[src/rtl/pc_sequencer.sv]
// Control FSM for the program-counting datapath: fetch/decode/exec/mem/wb with a retired-instruction counter.
// Strobes are decoded combinationally from the current state and inputs; memReady stalls FETCH and MEM.
module pc_sequencer (
    input  logic        clk,
    input  logic        reset,
    input  logic [3:0]  opcode,
    input  logic        zero,
    input  logic        memReady,
    output logic        writeIR,
    output logic        writePC,
    output logic        writeRA,
    output logic        PCsrc,
    output logic        ImRPC,
    output logic        conditionalBop,
    output logic        memRead,
    output logic        memWrite,
    output logic        regWrite,
    output logic        illegal,
    output logic [2:0]  state,
    output logic [15:0] instrCount
);

    localparam logic [2:0] S_FETCH  = 3'd0;
    localparam logic [2:0] S_DECODE = 3'd1;
    localparam logic [2:0] S_EXEC   = 3'd2;
    localparam logic [2:0] S_MEM    = 3'd3;
    localparam logic [2:0] S_WB     = 3'd4;
    localparam logic [2:0] S_HALT   = 3'd5;

    logic [2:0]  r_state;
    logic [2:0]  w_next;
    logic [15:0] r_count;

    logic w_op_alu, w_op_load, w_op_store, w_op_jump, w_op_jal, w_op_jr;
    logic w_op_beq, w_op_bne, w_op_branch, w_op_halt, w_op_illegal;

    assign w_op_alu     = (opcode == 4'h0) || (opcode == 4'h1);
    assign w_op_load    = (opcode == 4'h2);
    assign w_op_store   = (opcode == 4'h3);
    assign w_op_jump    = (opcode == 4'h4);
    assign w_op_jal     = (opcode == 4'h5);
    assign w_op_jr      = (opcode == 4'h6);
    assign w_op_beq     = (opcode == 4'h7);
    assign w_op_bne     = (opcode == 4'h8);
    assign w_op_branch  = w_op_beq || w_op_bne;
    assign w_op_halt    = (opcode == 4'hF);
    assign w_op_illegal = (opcode >= 4'h9) && (opcode <= 4'hE);

    always_ff @(posedge clk) begin
        if (reset) begin
            r_state <= S_FETCH;
            r_count <= 16'h0000;
        end else begin
            r_state <= w_next;
            if (writePC) begin
                r_count <= r_count + 16'd1;
            end
        end
    end

    always_comb begin
        w_next = S_FETCH;
        case (r_state)
            S_FETCH:  w_next = memReady ? S_DECODE : S_FETCH;
            S_DECODE: begin
                if (w_op_halt) begin
                    w_next = S_HALT;
                end else if (w_op_alu || w_op_load || w_op_store || w_op_branch) begin
                    w_next = S_EXEC;
                end else begin
                    w_next = S_FETCH;
                end
            end
            S_EXEC: begin
                if (w_op_alu) begin
                    w_next = S_WB;
                end else if (w_op_load || w_op_store) begin
                    w_next = S_MEM;
                end else begin
                    w_next = S_FETCH;
                end
            end
            S_MEM: begin
                if (!memReady) begin
                    w_next = S_MEM;
                end else if (w_op_load) begin
                    w_next = S_WB;
                end else begin
                    w_next = S_FETCH;
                end
            end
            S_WB:    w_next = S_FETCH;
            S_HALT:  w_next = S_HALT;
            default: w_next = S_FETCH;
        endcase
    end

    // Reset gates every strobe so the counter cannot advance while held in reset.
    always_comb begin
        writeIR        = 1'b0;
        writePC        = 1'b0;
        writeRA        = 1'b0;
        PCsrc          = 1'b0;
        ImRPC          = 1'b0;
        conditionalBop = 1'b0;
        memRead        = 1'b0;
        memWrite       = 1'b0;
        regWrite       = 1'b0;
        illegal        = 1'b0;
        if (!reset) begin
            case (r_state)
                S_FETCH: begin
                    memRead = 1'b1;
                    writeIR = memReady;
                end
                S_DECODE: begin
                    if (w_op_jump || w_op_jal) begin
                        writePC = 1'b1;
                        ImRPC   = 1'b1;
                        writeRA = w_op_jal;
                    end else if (w_op_jr) begin
                        writePC = 1'b1;
                        PCsrc   = 1'b1;
                    end else if (w_op_illegal) begin
                        writePC = 1'b1;
                        illegal = 1'b1;
                    end
                end
                S_EXEC: begin
                    if (w_op_branch) begin
                        writePC        = 1'b1;
                        conditionalBop = w_op_beq ? zero : ~zero;
                    end
                end
                S_MEM: begin
                    memRead  = w_op_load;
                    memWrite = w_op_store;
                    writePC  = w_op_store && memReady;
                end
                S_WB: begin
                    regWrite = 1'b1;
                    writePC  = 1'b1;
                end
                default: ;
            endcase
        end
    end

    assign state      = r_state;
    assign instrCount = r_count;

endmodule

[config.mk]
export PLATFORM = sky130hd
export DESIGN_NAME = pc_sequencer
export DESIGN_NICKNAME = d
export VERILOG_FILES = /design/src/rtl/pc_sequencer.sv
export SDC_FILE = /design/constraint.sdc
export NUM_CORES = 1
export LEC_CHECK = 0
export CELL_PAD_IN_SITES_DETAIL_PLACEMENT = 1
export CELL_PAD_IN_SITES_GLOBAL_PLACEMENT = 2
export CORE_MARGIN = 2
export CORE_UTILIZATION = 23
export DETAILED_ROUTE_END_ITERATION = 12
export HOLD_SLACK_MARGIN = 0.15
export MAX_ROUTING_LAYER = met4
export PLACE_DENSITY = 0.77
export SETUP_SLACK_MARGIN = 0.02
export SLEW_MARGIN = 20
export SYNTH_ARGS = -nofsm -noshare
export SYNTH_HDL_FRONTEND = slang
export SYNTH_SLANG_ARGS = --single-unit
[constraint.sdc]
create_clock -name clk -period 2.8 [get_ports clk]
set_input_delay 0.7 -clock clk [delete_from_list [all_inputs] [get_ports clk]]
set_output_delay 0.7 -clock clk [all_outputs]
set_load 0.1 [all_outputs]
== Yosys cells after proc, flatten, opt, wreduce, memory -nomap -nowiden ==
Cells that the tools add are included.

* Flip-flop bits (word level): 19
* Output and inout bits: 29
* Logic and storage cells: 71
* Bits of input ports: 8

* Bitwise gates (word level): 1
* Magnitude comparators: 2
* Equality and inequality tests: 14
* Mux-type cells: 40
* Reductions and logical operators: 11
* Add/sub/neg operators: 1

{| class="wikitable"
|+ Operator list
! kind !! count
|-
| 1-bit two-way mux || 31
|-
| 16-bit by 1-bit adder with 16-bit output (second input constant) || 1
|-
| 4-bit by 3-bit equality test with 1-bit output (second input constant) || 4
|-
| 3-bit case mux with 5 select lines || 1
|-
| 3-bit two-way mux || 4
|-
| 4-bit by 2-bit equality test with 1-bit output (second input constant) || 2
|-
| 4-bit equality test (second input constant) || 2
|-
| 1-bit logical OR || 7
|-
| 3-bit by 2-bit equality test with 1-bit output (second input constant) || 2
|-
| 3-bit equality test (second input constant) || 2
|-
| 4-bit by 1-bit equality test with 1-bit output (second input constant) || 1
|-
| 4-bit greater-or-equal comparator (second input constant) || 1
|-
| 4-bit less-or-equal comparator (second input constant) || 1
|-
| 4-bit logical NOT || 1
|-
| 2-bit two-way mux || 2
|-
| 1-bit case mux with 4 select lines || 1
|-
| 3-bit by 1-bit equality test with 1-bit output (second input constant) || 1
|-
| 3-bit logical NOT || 1
|-
| 1-bit logical AND || 2
|-
| 1-bit case mux with 2 select lines || 1
|-
| 1-bit inverter || 1
|}

== Longest topological paths before layout ==
Gate-level depths: netlist (run 1).

* Depth after elaboration: 8
* Depth in mapped cells: 8
* Depth with buffers taken out: 5

== Worst setup path after synthesis (run 1) ==
OpenSTA, ideal clock, no wires.

* Path kind: register to output
* Start point: reg r_state[2] (netlist: state[2])
* End point: out regWrite
* Arrival: 4416 ps
* Required time: 2100 ps
* Setup slack: -2316 ps
* Stages on the path, launching flop included: 3
* Buffers on the path: 1
* Cell sequence: dfxtp_1 -> clkbuf_1 -> nor4b_1

* Cells in the longest elaborated chain, start to end: 3

{| class="wikitable"
|+ Ends and longest elaborated chain
! element !! RTL line !! RTL
|-
| start, declared || 30 || <nowiki>logic [2:0] r_state;</nowiki>
|-
| start signal, assigned || 54 || <nowiki>r_state <= w_next;</nowiki>
|-
| 3-bit equality test || 111 || <nowiki>case (r_state)</nowiki>
|-
| 1-bit two-way mux || 111 ||
|-
| 1-bit two-way mux || 110 || <nowiki>if (!reset) begin</nowiki>
|-
| end, declared || 17 || <nowiki>output logic regWrite,</nowiki>
|}

No other way between the ends.

== Worst setup path after layout (run 1) ==
* Start point: in opcode[1]
* End point: out writePC

* Cells in the longest elaborated chain, start to end: 7
* Elaborated cells on any way between the ends: 18
* Classes of those cells: order compare: 2; eq/ne: 6; mux: 6; reduce/logical: 4

{| class="wikitable"
|+ Ends and longest elaborated chain
! element !! RTL line !! RTL
|-
| start, declared || 6 || <nowiki>input logic [3:0] opcode,</nowiki>
|-
| 4-bit greater-or-equal comparator or 4-bit less-or-equal comparator (tied branches) || 47 || <nowiki>assign w_op_illegal = (opcode >= 4'h9) && (opcode <= 4'hE);</nowiki>
|-
| 1-bit logical AND || 47 ||
|-
| 1-bit two-way mux || 124 || <nowiki>end else if (w_op_illegal) begin</nowiki>
|-
| 1-bit two-way mux || 121 || <nowiki>end else if (w_op_jr) begin</nowiki>
|-
| 1-bit two-way mux || 117 || <nowiki>if (w_op_jump || w_op_jal) begin</nowiki>
|-
| 1-bit case mux with 4 select lines (*) || 111 ||
|-
| 1-bit two-way mux (*) || 110 ||
|-
| end, declared || 10 || <nowiki>output logic writePC,</nowiki>
|}

Every way passes the cells marked *; elsewhere a longest branch is shown, timed or not.

==> key figures, run 1 <==
Floorplanning
  • Die footprint: 5630 µm²
  • Starting Density: around 24%
  • Ports: 37
  • Die Span Y: 75.0 µm
  • Die width: 75.0 µm
  • Std cell rows: 25
  • Core ar.: 4790 µm²

Drt
  • Antenna viol nets, final: 0
  • Initial drt markers: 62
  • Drt first pass iters: 4
  • WL final: 3.99 mm
  • DR DRC count: 0
  • Routed vias: 1,340
  • Vias per std cell: roughly 5
  • Drt wl/cell: around 15 µm

Logic synthesis
  • Synth area leader: dfxtp_1
  • Mux contribution to synthesized area: 4.75%
  • Top cells by count, synth: dfxtp_1 (19), nor2_1 (14), a21oi_1 (13), nand2_1 (10), clkbuf_1 (7)
  • Syn Inst Count: 148
  • Largest cells by area after synthesis: dfxtp_1 (33%), a21oi_1 (5.6%), nor2_1 (4.5%), mux2_2 (3.9%), nand2_1 (3.2%)
  • Netlist cell types: 40
  • Syn_nets: around 160
  • Asr flop ratio synth: 0%
  • Syn Area/Cell: approximately 7.8 µm²
  • Number of synthesized flops with an enable pin: 0
  • Simple-Gate Fraction of Synth Area: 34.6%
  • XOR/XNOR share of the synthesized area: under 10%
  • Post-Synth Adder-Cell Area: 1.08%
  • Main synth FF type: dfxtp_1
  • Synth Register Bits: 19
  • Largest family of logic cells by synthesized area: simple AND/OR/NAND/NOR gates
  • Compound-Gate Fraction of Synth Area: 18.4%
  • Post-synth top area share: about a third
  • Cell area after synthesis: between 1000 and 1500 µm²
  • Yosys warns: 0
  • Most common cell in the synthesized netlist: dfxtp_1
  • Sequential share of the synthesized area: about a third

STA
  • Setup WS post-layout: 0.0378 ns
  • Slew HR: 73.8%
  • TNS Setup: 0 ns
  • Endpoints failing setup: 0
  • Final Max Tran Viols: 0
  • Fin Clk Skew: 0.00332 ns
  • Final period util: approximately 100%
  • Fin crit period: 2.76 ns
  • Final Hold Viols: 0
  • RSZ-0062 raised after global routing: yes
  • Least-Margin Pin Slew: 0.392 ns
  • Max Fclk: 362 MHz

Worst setup path
  • Crit Path Class: in2out
  • Crit path DAT: 2.06 ns
  • Crit path capture type: output port
  • Worst EP required: about 2.1 ns
  • Crit. Startpoint: opcode[1]
  • Worst r2r src: state[1]
  • CP max FO: 2
  • R2R Setup Slk: 0.64 ns
  • Type of origin of the critical path: input pin

Global routing
  • Vias in the first global route: roughly 1.5k
  • Gr ovfl total: 0
  • Initial antenna violation count: 0
  • Global-route wire length before repair: 6.93 mm
  • Total track usage: 16.4%
  • Largest net degree at the start of global routing: 24

Clock network
  • TritonCTS clock tree: done
  • Clock transition at path regs: 0.07 ns
  • Total CTS buffers: 3
  • Skew-Pair Late Insertion Delay: 0.26 ns
  • Clock Tree Root: clkbuf_8
  • Clock sinks: 19
  • Htree depth: 1
  • Maximum clock insertion buffer count: 2

Min path
  • Hold Path Origin: instrCount[15]
  • Hold WC Path Type: reg2reg

Placed design
  • Placement Setup Slack: -0.386 ns
  • Gpl congestion: a little over 0.8
  • DPL Wire Length: 3.08 mm
  • DP Cell Count: 261
  • I/O Buffers: 36

Power
  • Int Pwr: 436 µW
  • Sequential power share: 44.1%
  • PwrDens: 340 nW/µm²
  • Net Sw Frac: 32.1%
  • Leak: just over 0.0007 µW
  • Clk network pwr share: 29.8%
  • Logic pwr share: 26.1%
  • Max VDD drop: 350 µV
  • Total Power: 642 µW
  • P_sw: 207 µW

Layout
  • Non-filler instance count after layout: between 200 and 300
  • Syn-to-layout area delta: 62.8%
  • Proportion of layout cells with a drive suffix above 1: 38.2%
  • Fin util: 39.5%
  • N_diodes: 0
  • Nets@finish: 209

Run
  • Max-cap violations: 0

Run status
  • Status: finished, final reports clean
[sequential cells by signal, indices dropped and copies added (netlist names)]
name / count
state: 3
instrCount: 16
[per-stage QoR]
stage          hold slack [ns]  area (µm²)
2_1_floorplan            0.792        1270
3_3_place_gp             0.468        1840
3_5_place_dp             0.513        1840
4_1_cts                  0.523        1880
5_1_grt                  0.546        1890
6_report                 0.512        1890
[logic make-up after synthesis]
kind of cell,after synthesis
AOI/OAI and AO/OA,34
DFF,19
xor gates and xnor gates,4
buffers and inverters,14
muxes,5
adders and majority gates,1
and+or+nand+nor,71
[cell usage in the layout (no fill, tap or decap), types with 6 or more instances in the layout]
master / synthesis / final
buf_4: 0 / 39
dfxtp_1: 19 / 16
a21oi_1: 13 / 13
nor2_1: 14 / 10
nand2_1: 10 / 10
buf_12: 0 / 10
o21ai_0: 6 / 6
[routing by layer]
metal,global-route usage (%),wire (µm),share of wire (%),vias up
li1,-,-,-,652
met1,20.2,1740,44,665
met2,26.5,2090,52,19
met3,3.61,117,2.9,4
met4,5.75,34,0.85,0
met5,-,0,0,-
[layout make-up]
type	count	area (µm²)
Multi-Input combinational cell	115	805
Timing Repair Buffer	56	549
Sequential cell	19	387
Inverter	5	18.8
Fill cell	560	2900
Clock buffer	4	45.0
Tap cell	67	83.8
[final timing paths]
check             cells after the start        endpoint
setup / recovery                      6         writePC
hold / removal                        2  instrCount[15]
setup reg to reg                      6  instrCount[13]
hold reg to reg                       2  instrCount[15]
[power by group through the flow]
stage / clock, µW / sequential, µW / combinational, µW
3_3_place_gp: 0 / 289 / 166
3_5_place_dp: 0 / 290 / 169
5_1_grt: 212 / 284 / 179
2_1_floorplan: 0 / 311 / 90.5
4_1_cts: 201 / 283 / 168
6_report: 192 / 283 / 168
[critical path, stage by stage]
cell and delay, ns:
buf_6 0.09, or4b_4 0.53, a211o_1 0.29, and3_4 0.17, nor2_4 0.10, buf_12 0.18
[what timing repair did]
action,in CTS,in global routing
buffers inserted,1,0
gates resized for setup,18,1
hold buffers,0,0
pin swaps,3,3
setup endpoints to repair,12,3
gates cloned,0,0
(Power assumes the default switching activity.)
==> run 2, diff against run 1 <==
==> constraint.sdc (replaced) <==
create_clock -name clk -period 2.8 [get_ports clk]
set_input_delay 0.56 -clock clk [delete_from_list [all_inputs] [get_ports clk]]
set_output_delay 0.56 -clock clk [all_outputs]
set_load 0.1 [all_outputs]
==> run 2 against run 1 <==
Worst hold slack got worse by 0.0073 ns. Worst setup slack improved by 0.063 ns. Critical path depth is the same. Wire length fell by 5.2%. Via count is 3.3% lower. Highest routed layer unchanged.
==> key figures, run 2 (synthesis results as in run 1) <==
Layout
  • Leading cell type in the layout, fill and taps excluded: buf_4
  • N_diodes: 0 (unchanged)
  • Syn-to-layout area delta: 62.5%
  • Largest register FFs: 16 (unchanged)
  • Non-filler instance count after layout: 267 (+0.38%)
  • Nets@finish: 210 (+0.48%)
  • Proportion of layout cells with a drive suffix above 1: 35.0% (-3.2 points)
  • Most frequent cells in the layout: buf_4 (40), dfxtp_1 (16), a21oi_1 (13)
  • Filler instances: 574 (+2.5%)

Drt
  • Metal-1 WL: 1.73 mm (-0.75%)
  • Routed wl met3: 93 µm (-21%)
  • WL met2: 1.94 mm (-7.2%)
  • DR DRC count: 0 (unchanged)
  • Highest Signal Layer: met4
  • Initial drt markers: 43 (-31%)
  • Routed vias: 1,296 (-3.3%)
  • Drt wl/cell: 14.2 µm (-5.5%)
  • Vias per std cell: 4.85 (-3.6%)
  • Antenna viol nets, final: 0 (unchanged)
  • Drt first pass iters: 4 (unchanged)
  • WL final: 3.78 mm (-5.2%)

Run status
  • Status: finished, final reports clean

Global routing
  • Gr ovfl total: 0 (unchanged)
  • Global-route wire length before repair: 6.28 mm (-9.4%)
  • Largest net degree at the start of global routing: 26 (+8.3%)
  • Total track usage: 14.9% (-1.6 points)
  • Initial antenna violation count: 0 (unchanged)
  • Vias in the first global route: 1,322 (-9.6%)

STA
  • Max Fclk: 370 MHz (+2.3%)
  • Final Max Tran Viols: 0 (unchanged)
  • Final period util: 96.4% (-2.3 points)
  • Fin Clk Skew: 0.00424 ns (+0.000927 ns)
  • Least-Margin Pin Slew: 0.345 ns (-0.0477 ns)
  • Slew HR: 77.0% (+3.2 points)
  • Final Hold Viols: 0 (unchanged)
  • RSZ-0062 raised after global routing: no
  • Fin crit period: 2.70 ns (-0.0631 ns)
  • Hold_ws: 0.505 ns (-0.00733 ns)
  • Setup WS post-layout: 0.101 ns (+0.0631 ns)
  • Endpoints failing setup: 0 (unchanged)

Clock network
  • Htree depth: 1 (unchanged)
  • Clock transition at path regs: 0.07 ns (about the same)
  • Clock Tree Root: clkbuf_8
  • Clock sinks: 19 (unchanged)
  • Maximum clock insertion buffer count: 2 (unchanged)
  • Total CTS buffers: 3 (unchanged)
  • Skew-Pair Late Insertion Delay: 0.26 ns (about the same)
  • TritonCTS clock tree: done
  • CTS Hold Bufs: 0 (unchanged)

Floorplanning
  • Std cell rows: 25 (unchanged)
  • Die footprint: 5630 µm² (unchanged)
  • Ports: 37 (unchanged)
  • Die width: 75.0 µm (unchanged)
  • Die Span Y: 75.0 µm (unchanged)
  • Core ar.: 4790 µm² (unchanged)
  • Starting Density: 24.2% (unchanged)

Power
  • Max VDD drop: 237 µV (-32%)
  • PwrDens: 342 nW/µm² (+0.55%)
  • Leak: 0.000729 µW (+0.91%)
  • Total Power: 645 µW (+0.35%)

Worst setup path
  • Critical Path Max Stage Delay: 0.54 ns (about the same)
  • Crit path DAT: 2.14 ns (+0.08 ns)
  • Type of origin of the critical path: input pin
  • Crit-path cells: dlygate4sd2_1 -> or4b_4 -> a211o_1 -> and3_4 -> nor2_4 -> buf_12
  • CP max FO: 2 (unchanged)
  • Slowest-stage cell, CP: or4b_4
  • Worst EP required: 2.24 ns (+0.14 ns)
  • Crit path capture type: output port
  • R2R Setup Slk: 0.64 ns (about the same)
  • Crit Path Class: in2out

Min path
  • Hold WC Path Type: reg2reg

Run
  • Max-cap violations: 0 (unchanged)

Placed design
  • Placement Setup Slack: -0.0940 ns (+0.292 ns)
  • DPL Wire Length: 3.03 mm (-1.4%)
  • Gpl congestion: 0.860 (+5.5%)
  • I/O Buffers: 36 (unchanged)
  • DP Cell Count: 262 (+0.38%)
[run 2: cell types whose count changed in the layout (fill, tap and decap cells not counted), sizes merged]
| cell | before | now |
|---|---|---|
| clkinv | 0 | 1 |
| buf | 53 | 50 |
| dlygate4sd2 | 0 | 4 |
| clkbuf | 4 | 3 |
[run 2: area by class of cell]
class                      instances  area (µm²)  area share, %
inverter                           5        18.8          0.996
sequential                        19         387           20.5
timing repair buffer              57         566           30.0
multi-input combinational        115         783           41.6
tap                               67        83.8           4.45
clock inverter                     1        5.00          0.266
clock buffer                       3        41.3           2.19
[run 2: where the power goes]
group / internal, µW / switching, µW / leakage (µW)
Combinational: 63.1 / 106 / 0.000548
Clock: 98.9 / 93.7 / 0.0000255
Sequential: 274 / 9.27 / 0.000155
[run 2: worst max-delay path: cells and delay by family]
kind,cells,cell delay [ns]
AND/OR/NAND/NOR,3,0.82
AO/OA/AOI/OAI,1,0.33
buffers and inverters,2,0.43
[run 2: path summary, 6_finish.rpt]
path / endpoint / cells past startpoint / startpoint
max: writePC / 6 / opcode[1]
min: instrCount[15] / 2 / instrCount[15]
max reg2reg: instrCount[9] / 7 / state[1]
min reg2reg: instrCount[15] / 2 / instrCount[15]
[run 2: what timing repair did]
item,CTS,global route
gates resized for setup,4,0
setup buffers,1,0
setup endpoints to repair,1,0
[run 2: metal layers]
metal  vias up  global-route usage (%)
li1        656                       -
met1       621                    18.6
met2        17                    25.2
met3         2                    2.54
met4         0                    2.98
met5         -                       -
[run 2: per-stage QoR]
| step | utilization (%) | cell area (µm²) | setup TNS (ns) |
|---|---|---|---|
| after detailed placement | 38.4 | 1840 | -0.661 |
| after CTS | 39.4 | 1880 | 0 |
| after global placement | 38.4 | 1840 | -0.423 |
| final | 39.4 | 1880 | 0 |
| after global routing | 39.4 | 1880 | 0 |
| after floorplan | - | 1250 | -0.0825 |
==> run 3, diff against run 2 <==
Settings changed: CORE_UTILIZATION 23 to 30, DONT_BUFFER_PORTS set to 1, PLACE_DENSITY 0.77 to 0.73.
==> run 3 against run 2 <==
Highest routed layer unchanged. Largest cell class unchanged. Via count is 7.9% lower. Sequential share of layout area is 4.8 points higher. Fmax is 4.3% higher.
==> key figures, run 3 (synthesis results as in run 1) <==
Run status
  • Status: finished, final reports clean

Layout
  • Final Cell Area: 1530 µm² (-19%)
  • Leading cell type in the layout, fill and taps excluded: buf_4
  • Nets@finish: 181 (-14%)
  • Proportion of layout cells with a drive suffix above 1: 27.5% (-7.5 points)
  • Syn-to-layout area delta: 31.8%
  • Largest register FFs: 16 (unchanged)
  • Most frequent cells in the layout: buf_4 (26), dfxtp_1 (16), a21oi_1 (13)
  • Fin util: 41.5% (+2.1 points)
  • Non-filler instance count after layout: 219 (-18%)
  • N_diodes: 0 (unchanged)
  • Filler instances: 471 (-18%)

Run
  • Max-cap violations: 0 (unchanged)

Floorplanning
  • Die width: 66.2 µm (-12%)
  • Std cell rows: 22 (-12%)
  • Core ar.: 3690 µm² (-23%)
  • Die footprint: 4380 µm² (-22%)
  • Ports: 37 (unchanged)
  • Die Span Y: 66.2 µm (-12%)
  • Starting Density: 31.4% (+7.2 points)

Clock network
  • Maximum clock insertion buffer count: 2 (unchanged)
  • TritonCTS clock tree: done
  • Htree depth: 1 (unchanged)
  • Clock Tree Root: clkbuf_8
  • Skew-Pair Late Insertion Delay: 0.25 ns (about the same)
  • Clock sinks: 19 (unchanged)
  • Total CTS buffers: 3 (unchanged)
  • # Post-CTS Setup Buffers: 0 (-1)
  • CTS Hold Bufs: 0 (unchanged)
  • Post-CTS Resized: 0 (-4)
  • Clock transition at path regs: 0.07 ns (about the same)

Placed design
  • Placed Area: 1480 µm² (-19%)
  • Placement Setup Slack: 0.278 ns (+0.372 ns)
  • DPL Wire Length: 2.57 mm (-15%)
  • DP Cell Count: 215 (-18%)
  • Gpl congestion: 0.748 (-13%)
  • I/O Buffers: 0 (-100%)

Worst setup path
  • Crit-path cells: nor3b_1 -> a32oi_1 -> and3_4 -> nor2_4 -> buf_12
  • WP buf/inv: 1 (-1)
  • Crit path capture type: output port
  • Critical path's top delay family: simple AND/OR/NAND/NOR gates
  • FF-to-FF End: instrCount[13]
  • R2R Setup Slk: 0.54 ns (-0.10 ns)
  • Worst EP required: 2.24 ns (about the same)
  • Instance count on the critical path: 5 (-1)
  • Crit Path Class: reg2out
  • Slowest-stage cell, CP: dfxtp_2
  • CP max FO: 23 (+21)
  • Worst r2r src: state[1]
  • Critical Path Max Stage Delay: 0.43 ns (-0.11 ns)
  • R2R depth: 5 (-2)
  • Crit path DAT: 2.03 ns (-0.11 ns)
  • Type of origin of the critical path: register

STA
  • RSZ-0062 raised after global routing: no
  • Final Max Tran Viols: 0 (unchanged)
  • Final Hold Viols: 0 (unchanged)
  • Final period util: 92.4% (-4.0 points)
  • Setup WS post-layout: 0.211 ns (+0.111 ns)
  • Slew HR: 32.6% (-44 points)
  • Endpoints failing setup: 0 (unchanged)
  • Max Fclk: 386 MHz (+4.3%)
  • Least-Margin Pin Slew: 1.01 ns (+0.666 ns)
  • Fin crit period: 2.59 ns (-0.111 ns)
  • Hold_ws: 0.362 ns (-0.142 ns)
  • Fin Clk Skew: 0.00269 ns (-0.00156 ns)

Drt
  • WL final: 3.40 mm (-10%)
  • DR DRC count: 0 (unchanged)
  • Drt first pass iters: 4 (unchanged)
  • Antenna viol nets, final: 0 (unchanged)
  • Routed vias: 1,193 (-7.9%)
  • Vias per std cell: 5.45 (+12%)
  • Drt wl/cell: 15.5 µm (+9.6%)
  • Initial drt markers: 56 (+30%)

Min path
  • Worst hold path endpoint: state[0]
  • Hold Path Origin: reset
  • Hold WC Path Type: in2reg
  • Hold Path Stages: 1 (-1)

Global routing
  • Global-route wire length before repair: 5.92 mm (-5.7%)
  • Total track usage: 17.8% (+2.9 points)
  • Vias in the first global route: 1,267 (-4.2%)
  • Gr ovfl total: 0 (unchanged)
  • Largest net degree at the start of global routing: 27 (+3.8%)
  • Initial antenna violation count: 0 (unchanged)

Power
  • Leak: 0.000567 µW (-22%)
  • Max VDD drop: 218 µV (-7.9%)
  • PwrDens: 390 nW/µm² (+14%)
-- run 3: cell types whose count changed in the layout (fill, tap and decap cells not counted) --
cell	before	now
dlygate4sd2_1	4	0
clkinv_2	1	0
buf_12	10	2
clkbuf_1	0	1
buf_4	40	26
clkdlybuf4s50_1	3	0
-- run 3: final cells by class --
type | count | area [µm²] | area share [%]
timing repair buffer | 28 | 235 | 15.4
multi-input combinational | 115 | 783 | 51.2
tap | 48 | 60.1 | 3.93
inverter | 5 | 18.8 | 1.23
sequential | 19 | 387 | 25.3
clock buffer | 4 | 45.0 | 2.95
-- run 3: worst max-delay path by stage --
| stage | start | to | slack [ns] |
|---|---|---|---|
| after floorplan | opcode[3] | writePC | -0.08 |
| after global placement | opcode[0] | writePC | 0.29 |
| after detailed placement | opcode[0] | writePC | 0.28 |
| after CTS | state[1] | writePC | 0.23 |
| after global routing | state[1] | writePC | 0.05 |
| final | state[1] | writePC | 0.21 |
-- run 3: layer usage --
metal  part of all wire (%)  vias up  track usage (%)
met3                    4.0        2             4.09
li1                       -      599                -
met5                      0        -                -
met1                     48      568             23.5
met2                     48       24             28.5
met4                   0.41        0             2.30
-- run 3: power breakdown --
group,internal [µW],switching [µW],total (µW)
clock,101,92.5,194
combinational,35.0,78.7,114
sequential,274,14.8,289
total,410,186,596
-- run 3: through the flow --
| step | setup TNS (ns) | total power, µW |
|---|---|---|
| global route | 0 | 625 |
| CTS | 0 | 605 |
| floorplan | -0.0825 | 398 |
| global placement | 0 | 407 |
| detailed placement | 0 | 409 |
| finish | 0 | 596 |
-- run 3: worst reg2reg max path, stage by stage, from the launching register on --
cell     delay [ns]
dfxtp_2        0.43
nor3b_1        0.43
a32oi_1        0.25
and3_4         0.33
nor4_1         0.34
mux2_2         0.37
